[config.mk]
export PLATFORM = sky130hd
export DESIGN_NAME = pio_edge_poller
export DESIGN_NICKNAME = d
export VERILOG_FILES = /design/src/rtl/pio_edge_poller.sv
export SDC_FILE = /design/constraint.sdc
export NUM_CORES = 1
export LEC_CHECK = 0
export ABC_AREA = 1
export ABC_CLOCK_PERIOD_IN_PS = 1700
export BUFFER_PORTS_ARGS = -buffer_cell sky130_fd_sc_hd__buf_2
export CAP_MARGIN = 20
export CORE_MARGIN = 2
export CORE_UTILIZATION = 35
export DETAILED_ROUTE_END_ITERATION = 16
export PLACE_DENSITY = 0.67
export REMOVE_ABC_BUFFERS = 1
export SLEW_MARGIN = 40
export SYNTH_ARGS = -nofsm -noshare
export SYNTH_HDL_FRONTEND = slang
export SYNTH_SLANG_ARGS = --single-unit
[constraint.sdc]
create_clock -name clk -period 1.7 [get_ports clk]
set_clock_uncertainty 0.15 [all_clocks]
set_input_delay 0.255 -clock clk [delete_from_list [all_inputs] [get_ports clk]]
set_output_delay 0.255 -clock clk [all_outputs]
set_load 0.02 [all_outputs]
[src/rtl/pio_edge_poller.sv]
// Avalon-MM master that polls an edge-capture PIO slave on a fixed schedule.
// When the edge-capture register is non-zero it clears it, snapshots the live
// input data and presents one event on a valid/ready stream.
module pio_edge_poller #(
  parameter int WIDTH        = 10,
  parameter int POLL_DIV     = 1000,
  parameter int READ_LATENCY = 1
) (
  input  logic             clk,
  input  logic             reset,
  input  logic             enable,
  output logic [1:0]       avm_address,
  output logic             avm_chipselect,
  output logic             avm_write_n,
  output logic [31:0]      avm_writedata,
  input  logic [31:0]      avm_readdata,
  output logic             evt_valid,
  input  logic             evt_ready,
  output logic [WIDTH-1:0] evt_edges,
  output logic [WIDTH-1:0] evt_data,
  output logic             busy
);

  localparam int TW = (POLL_DIV > 1) ? $clog2(POLL_DIV) : 1;
  localparam int LW = (READ_LATENCY > 1) ? $clog2(READ_LATENCY) : 1;
  localparam logic [TW-1:0] TIMER_MAX = TW'(POLL_DIV - 1);
  localparam logic [LW-1:0] LAT_MAX   = LW'(READ_LATENCY - 1);

  localparam logic [1:0] ADDR_DATA = 2'd0;
  localparam logic [1:0] ADDR_EDGE = 2'd3;

  typedef enum logic [2:0] {
    IDLE,
    RD_EDGE,
    WAIT_E,
    CLR,
    RD_DATA,
    WAIT_D,
    EMIT
  } state_t;

  state_t           state, state_next;
  logic [TW-1:0]    timer, timer_next;
  logic [LW-1:0]    lat_cnt, lat_next;
  logic [WIDTH-1:0] edge_reg, edge_next;
  logic [WIDTH-1:0] data_reg, data_next;
  logic [WIDTH-1:0] rd_low;

  // Only the low WIDTH bits of the slave read data carry PIO bits.
  logic unused_readdata;
  assign unused_readdata = &{1'b0, avm_readdata};
  assign rd_low = avm_readdata[WIDTH-1:0];

  // Next-state logic: poll timer, read-latency wait, edge/data capture.
  always_comb begin
    state_next = state;
    timer_next = timer;
    lat_next   = lat_cnt;
    edge_next  = edge_reg;
    data_next  = data_reg;
    case (state)
      IDLE: begin
        if (enable) begin
          if (timer == '0) state_next = RD_EDGE;
          else             timer_next = timer - 1'b1;
        end else begin
          timer_next = TIMER_MAX;
        end
      end
      RD_EDGE: begin
        state_next = WAIT_E;
        lat_next   = LAT_MAX;
      end
      WAIT_E: begin
        if (lat_cnt == '0) begin
          edge_next = rd_low;
          if (rd_low == '0) begin
            state_next = IDLE;
            timer_next = TIMER_MAX;
          end else begin
            state_next = CLR;
          end
        end else begin
          lat_next = lat_cnt - 1'b1;
        end
      end
      CLR: begin
        state_next = RD_DATA;
      end
      RD_DATA: begin
        state_next = WAIT_D;
        lat_next   = LAT_MAX;
      end
      WAIT_D: begin
        if (lat_cnt == '0) begin
          data_next  = rd_low;
          state_next = EMIT;
        end else begin
          lat_next = lat_cnt - 1'b1;
        end
      end
      EMIT: begin
        if (evt_ready) begin
          state_next = IDLE;
          timer_next = TIMER_MAX;
        end
      end
      default: begin
        state_next = IDLE;
        timer_next = TIMER_MAX;
      end
    endcase
  end

  // State registers plus outputs registered from the upcoming state.
  always_ff @(posedge clk) begin
    if (reset) begin
      state          <= IDLE;
      timer          <= TIMER_MAX;
      lat_cnt        <= '0;
      edge_reg       <= '0;
      data_reg       <= '0;
      avm_address    <= ADDR_DATA;
      avm_chipselect <= 1'b0;
      avm_write_n    <= 1'b1;
      avm_writedata  <= 32'h0;
      evt_valid      <= 1'b0;
      evt_edges      <= '0;
      evt_data       <= '0;
      busy           <= 1'b0;
    end else begin
      state          <= state_next;
      timer          <= timer_next;
      lat_cnt        <= lat_next;
      edge_reg       <= edge_next;
      data_reg       <= data_next;
      avm_chipselect <= (state_next == RD_EDGE) || (state_next == CLR) ||
                        (state_next == RD_DATA);
      avm_address    <= ((state_next == RD_EDGE) || (state_next == CLR)) ?
                        ADDR_EDGE : ADDR_DATA;
      avm_write_n    <= (state_next != CLR);
      avm_writedata  <= (state_next == CLR) ? 32'hFFFF_FFFF : 32'h0;
      evt_valid      <= (state_next == EMIT);
      evt_edges      <= (state_next == EMIT) ? edge_next : '0;
      evt_data       <= (state_next == EMIT) ? data_next : '0;
      busy           <= (state_next != IDLE);
    end
  end

endmodule

# Word level (Yosys, flattened, before mapping)
# Index checks and enable logic that the tools add are counted.
[classes]
add_sub_neg = 2
n_eq_ne = 15
n_mux = 21
bitwise = 2
n_reduce_logical = 12
[ops]
columns = ["op", "n"]
rows = [
  ["10-bit two-way mux", 9],
  ["10-bit case mux with 4 select lines", 1],
  ["32-bit two-way mux", 1],
  ["3-bit case mux with 7 select lines", 1],
  ["10-bit logical NOT", 2],
  ["3-bit equality test (second input constant)", 5],
  ["3-bit two-way mux", 5],
  ["10-bit by 1-bit subtractor with 10-bit output (second input constant)", 1],
  ["3-bit by 2-bit equality test with 1-bit output (second input constant)", 3],
  ["3-bit by 1-bit equality test with 1-bit output (second input constant)", 2],
  ["2-bit inequality test (second input constant)", 3],
  ["2-bit OR reduction", 3],
  ["5-bit AND reduction", 1],
  ["2-bit two-way mux", 2],
  ["4-bit OR reduction", 1],
  ["3-bit logical NOT", 1],
  ["3-bit by 2-bit inequality test with 1-bit output (second input constant)", 1],
  ["3-bit inequality test (second input constant)", 1],
  ["3-bit nonzero test", 1],
  ["1-bit logical OR", 2],
  ["1-bit inverter", 2],
  ["1-bit case mux with 2 select lines", 1],
  ["2-bit nonzero test", 1],
  ["1-bit two-way mux", 1],
  ["1-bit subtractor (second input constant)", 1],
]
[word_totals]
register_bits = 92
out_inout_bits = 58
elab_cells = 65

# Depth between registers and ports, before layout
[logic_depth]
word_depth = 7
mapped_depth = 10
mapped_depth_nobuf = 10

# Least setup slack after synthesis
# Ideal clock, no wire load.
[synth_path]
kind = "flip-flop to output port"
from = "register, netlist name avm_writedata[30]"
to = "output avm_writedata[10]"
arrival_time_ps = 1172
slack_ps = 123
stages_incl_launch_ff = 2
n_path_buf = 1
path_cell_list = "dfxtp_1 -> buf_4"
[synth_lines]
columns = ["item", "line", "source"]
rows = [
  ["end: declaration", "15", "output logic [31:0] avm_writedata,"],
]

# Worst setup path after layout
[layout_path]
from = "register state[1]"
to = "register avm_chipselect"
[layout_via]
elab_chain_len = 6
elab_cells_between_ends = 18
cone_classes = "9 x eq/ne; 6 x mux; 3 x reduce/logical"
[layout_lines]
columns = ["item", "line", "source"]
rows = [
  ["start: declaration", "42", "state_t state, state_next;"],
  ["start signal: assignment", "132", "state <= state_next;"],
  ["3-bit two-way mux", "64", "if (timer == '0) state_next = RD_EDGE;"],
  ["3-bit two-way mux", "63", "if (enable) begin"],
  ["3-bit case mux with 7 select lines (*)", "61", "case (state)"],
  ["3-bit by 1-bit equality test with 1-bit output or 3-bit by 2-bit equality test with 1-bit output (tied branches)", "137", "avm_chipselect <= (state_next == RD_EDGE) || (state_next == CLR) ||"],
  ["1-bit logical OR", "137", ""],
  ["1-bit logical OR (*)", "137", ""],
  ["end signal: assignment", "137", ""],
  ["end: declaration", "13", "output logic avm_chipselect,"],
]
# Mark *: on every way between the ends. The rest lies on a longest branch, timed or not.
# A chain may end at the register's enable or synchronous reset.

==> run_results.csv <==
group,metric,value,unit
cts,path_clk_slew,0.07,ns
setup_path,cp.arrival,1.70,ns
route,viasPerCell,4.476,
sta,drv_slew,0,
placement,gp_congestion,0.8171,
placement,portBuffers,71,
sta,rsz0062_at_grt,"true",
synth,synth_cell_type_count,25,
setup_path,required,1.78,ns
sta,tightest_slew,0.4204,ns
setup_path,crit_end,"avm_chipselect$_SDFF_PP0_",
power_and_ir_drop,power_density,910.1,mW/mm^2
synth,avgSynthCellArea,8.265,um^2
layout,antenna_cells,0,
setup_path,rrSetupSlack,0.09,ns
synth,synth_top_area_share,47.80,%
setup_path,end_kind,"register",
sta,fmax,619.5,MHz
flow_run,drv_cap,0,
layout,drive_gt1_share,31.11,%
setup_path,cp-start-kind,"register",
global_route,grtUsageTotal,14.09,%
layout,final_util,43.52,%
route,dr.pass1.iters,4,
cts,tritoncts,"done",
setup_path,criticalPathCategory,"register to register",
synth,post-synth-top-count-cell,"nor2_1",
floorplanning,fp.dieW,88.03,um
cts,postCtsSetupBuffers,0,
power_and_ir_drop,leakage,1.537,nW
route,drcViolationCount,0,
floorplanning,core-area,0.006832,mm^2
sta,finalCriticalPeriod,1.614,ns
synth,syn_area,0.002471,mm^2
global_route,antenna_found_initial,0,
floorplanning,design.die.area,0.007748,mm^2
floorplanning,die_h,88.03,um
synth,synthFlopType,"dfxtp_1",
setup_path,cp_max_fo,7,
power_and_ir_drop,irDropWorstVdd,0.7100,mV
global_route,grt_pass1_vias,1847,
sta,finalSetupViolCount,0,
synth,synth_area_leaders,"dfxtp_1 48%, nor2_1 10%, buf_4 9.7%, mux2i_1 8.1%, nand2_1 5.9%",
route,antenna_left,0,
route,wl_per_cell,11.09,um
placement,dpl_cell_area,0.002753,mm^2
hold_path,hold_path.class,"primary input to register",
synth,synthCells,299,
cts,cts_root_buffer,"clkbuf_8",
global_route,grt_max_degree,33,
global_route,overflow,0,
synth,synth_common_cells,"69 x nor2_1, 59 x dfxtp_1, 39 x nand2_1",
synth,ys_warn_count,0,
setup_path,r2r_cells,8,
layout,final_cell_area,0.002973,mm^2
sta,post-route-period-util,94.95,%
placement,hpwl,3443,um
setup_path,reg2reg_to,"avm_chipselect$_SDFF_PP0_",
sta,hold_viol_final,0,
layout,syn2layout_area_growth,20.30,%
sta,maxSlewHeadroom,71.67,%
route,via_count,2041,
placement,placed_cells,439,
setup_path,worst_r2r_startpoint,"state[1]$_SDFF_PP0_",
layout,stdcell_count,456,
cts,cts_sinks,59,
layout,fin_nets,392,
layout,fillers,697,
route,drt_iter0_drc,116,
outcome,status,"finished, final reports clean",
cts,clkLatencyLatePin,0.34,ns
cts,htreeDepth,3,
synth,synth_seq_cells,59,
sta,hold_ws,0.05462,ns
synth,ys_seq_area_share,47.80,%
setup_path,cp-startpoint,"state[1]$_SDFF_PP0_",
route,wl,5058,um
global_route,grt_pass1_wl,8231,um
floorplanning,start_util,36.17,%
floorplanning,ios,94,
synth,synth_edf_count,0,
synth,synth_area_leader_cell,"dfxtp_1",
synth,synth_async_sr_flop_share,0,%
cts,clockBufferDepth,2,
floorplanning,std_cell_rows,30,
cts,cts_made_buffers,9,
## critical path, stage by stage, from the launching register on
cell and delay [ns]:
dfxtp_1 0.39, inv_1 0.08, nor2_1 0.14, nand2_1 0.13, o21bai_2 0.30, nand3_1 0.16
inv_1 0.05, nand3_1 0.06, nand2_1 0.05
## cell families (layout without fill, tap and decap cells)
group                      count (synthesis)  in the layout  synth area share, %
buffers and inverters                     63            123                15.49
AOI/OAI and AO/OA                         15             15                3.494
muxes                                     20             20                8.101
and+or+nand+nor                          141            142                24.61
adders and majority gates                  1              1               0.5062
DFF                                       59             59                47.80
## where the power goes
| group | total, W | switching (W) | leakage (nW) | internal, W |
|---|---|---|---|---|
| registers | 0.00139 | 0.00000206 | 0.475 | 0.00139 |
| clock network | 0.00125 | 0.000538 | 0.0926 | 0.000714 |
| logic | 0.0000657 | 0.0000409 | 0.970 | 0.0000248 |
## layout make-up
class                   count  area, um^2  share of cell area, %
inverters                  25       93.84                  3.157
well taps                  96       120.1                  4.040
flip-flops and latches     59        1182                  39.77
multi-input cells         178       930.9                  31.31
repair buffers             82       450.4                  15.15
clock inverters             4       50.05                  1.684
clock buffers              12       145.1                  4.882
## per-layer routing
metal / up-vias / track usage, % / share of wire (%)
met3: 9 / 6.409 / 9.2
met1: 921 / 16.52 / 44
met4: 0 / 7.713 / 2.3
li1: 1027 / - / -
met2: 84 / 21.49 / 45
met5: - / 0 / 0
## worst min-delay path by stage
stage	end	cells past startpoint	slack (ns)	start
finish	data_reg[1]$_SDFF_PP0_	3	0.05	avm_readdata[1]
global route	data_reg[2]$_SDFF_PP0_	3	0.06	avm_readdata[2]
CTS	edge_reg[3]$_SDFF_PP0_	3	0.04	avm_readdata[3]
detailed placement	timer[9]$_SDFFE_PP1P_	2	0.32	timer[9]$_SDFFE_PP1P_
global placement	timer[9]$_SDFFE_PP1P_	2	0.31	timer[9]$_SDFFE_PP1P_
floorplan	timer[3]$_SDFFE_PP0P_	1	0.17	reset
## cells in the final DEF (no fill, tap or decap), types with 2 or more instances in the layout
master,synthesis,final
nor2_1,69,67
clkinvlp_4,0,2
a21oi_1,4,4
nor2_2,0,2
dfxtp_1,59,58
o21ai_0,8,7
inv_1,22,21
nand2_2,3,3
nand2_4,1,2
buf_2,1,71
clkbuf_8,1,10
buf_4,32,10
nand4_1,2,2
nand3_1,23,23
clkbuf_1,2,2
mux2i_1,20,20
nand2_1,39,38
nor2_4,2,3
inv_2,2,3
## what timing repair did
item	4_1_cts	5_1_grt
endpoints found under the setup margin	0	31
hold buffers	0	0
gates resized for setup	0	8
## stage by stage
stage               setup slack, ns  setup TNS (ns)  power (W)
CTS                         0.06103               0   0.002733
detailed placement          0.05277               0   0.001483
global placement            0.08116               0   0.001482
finish                      0.08590               0   0.002706
global route               -0.03826         -0.2737   0.002812
floorplan                    -3.093          -98.97   0.001437
(Power assumes the default switching activity.)
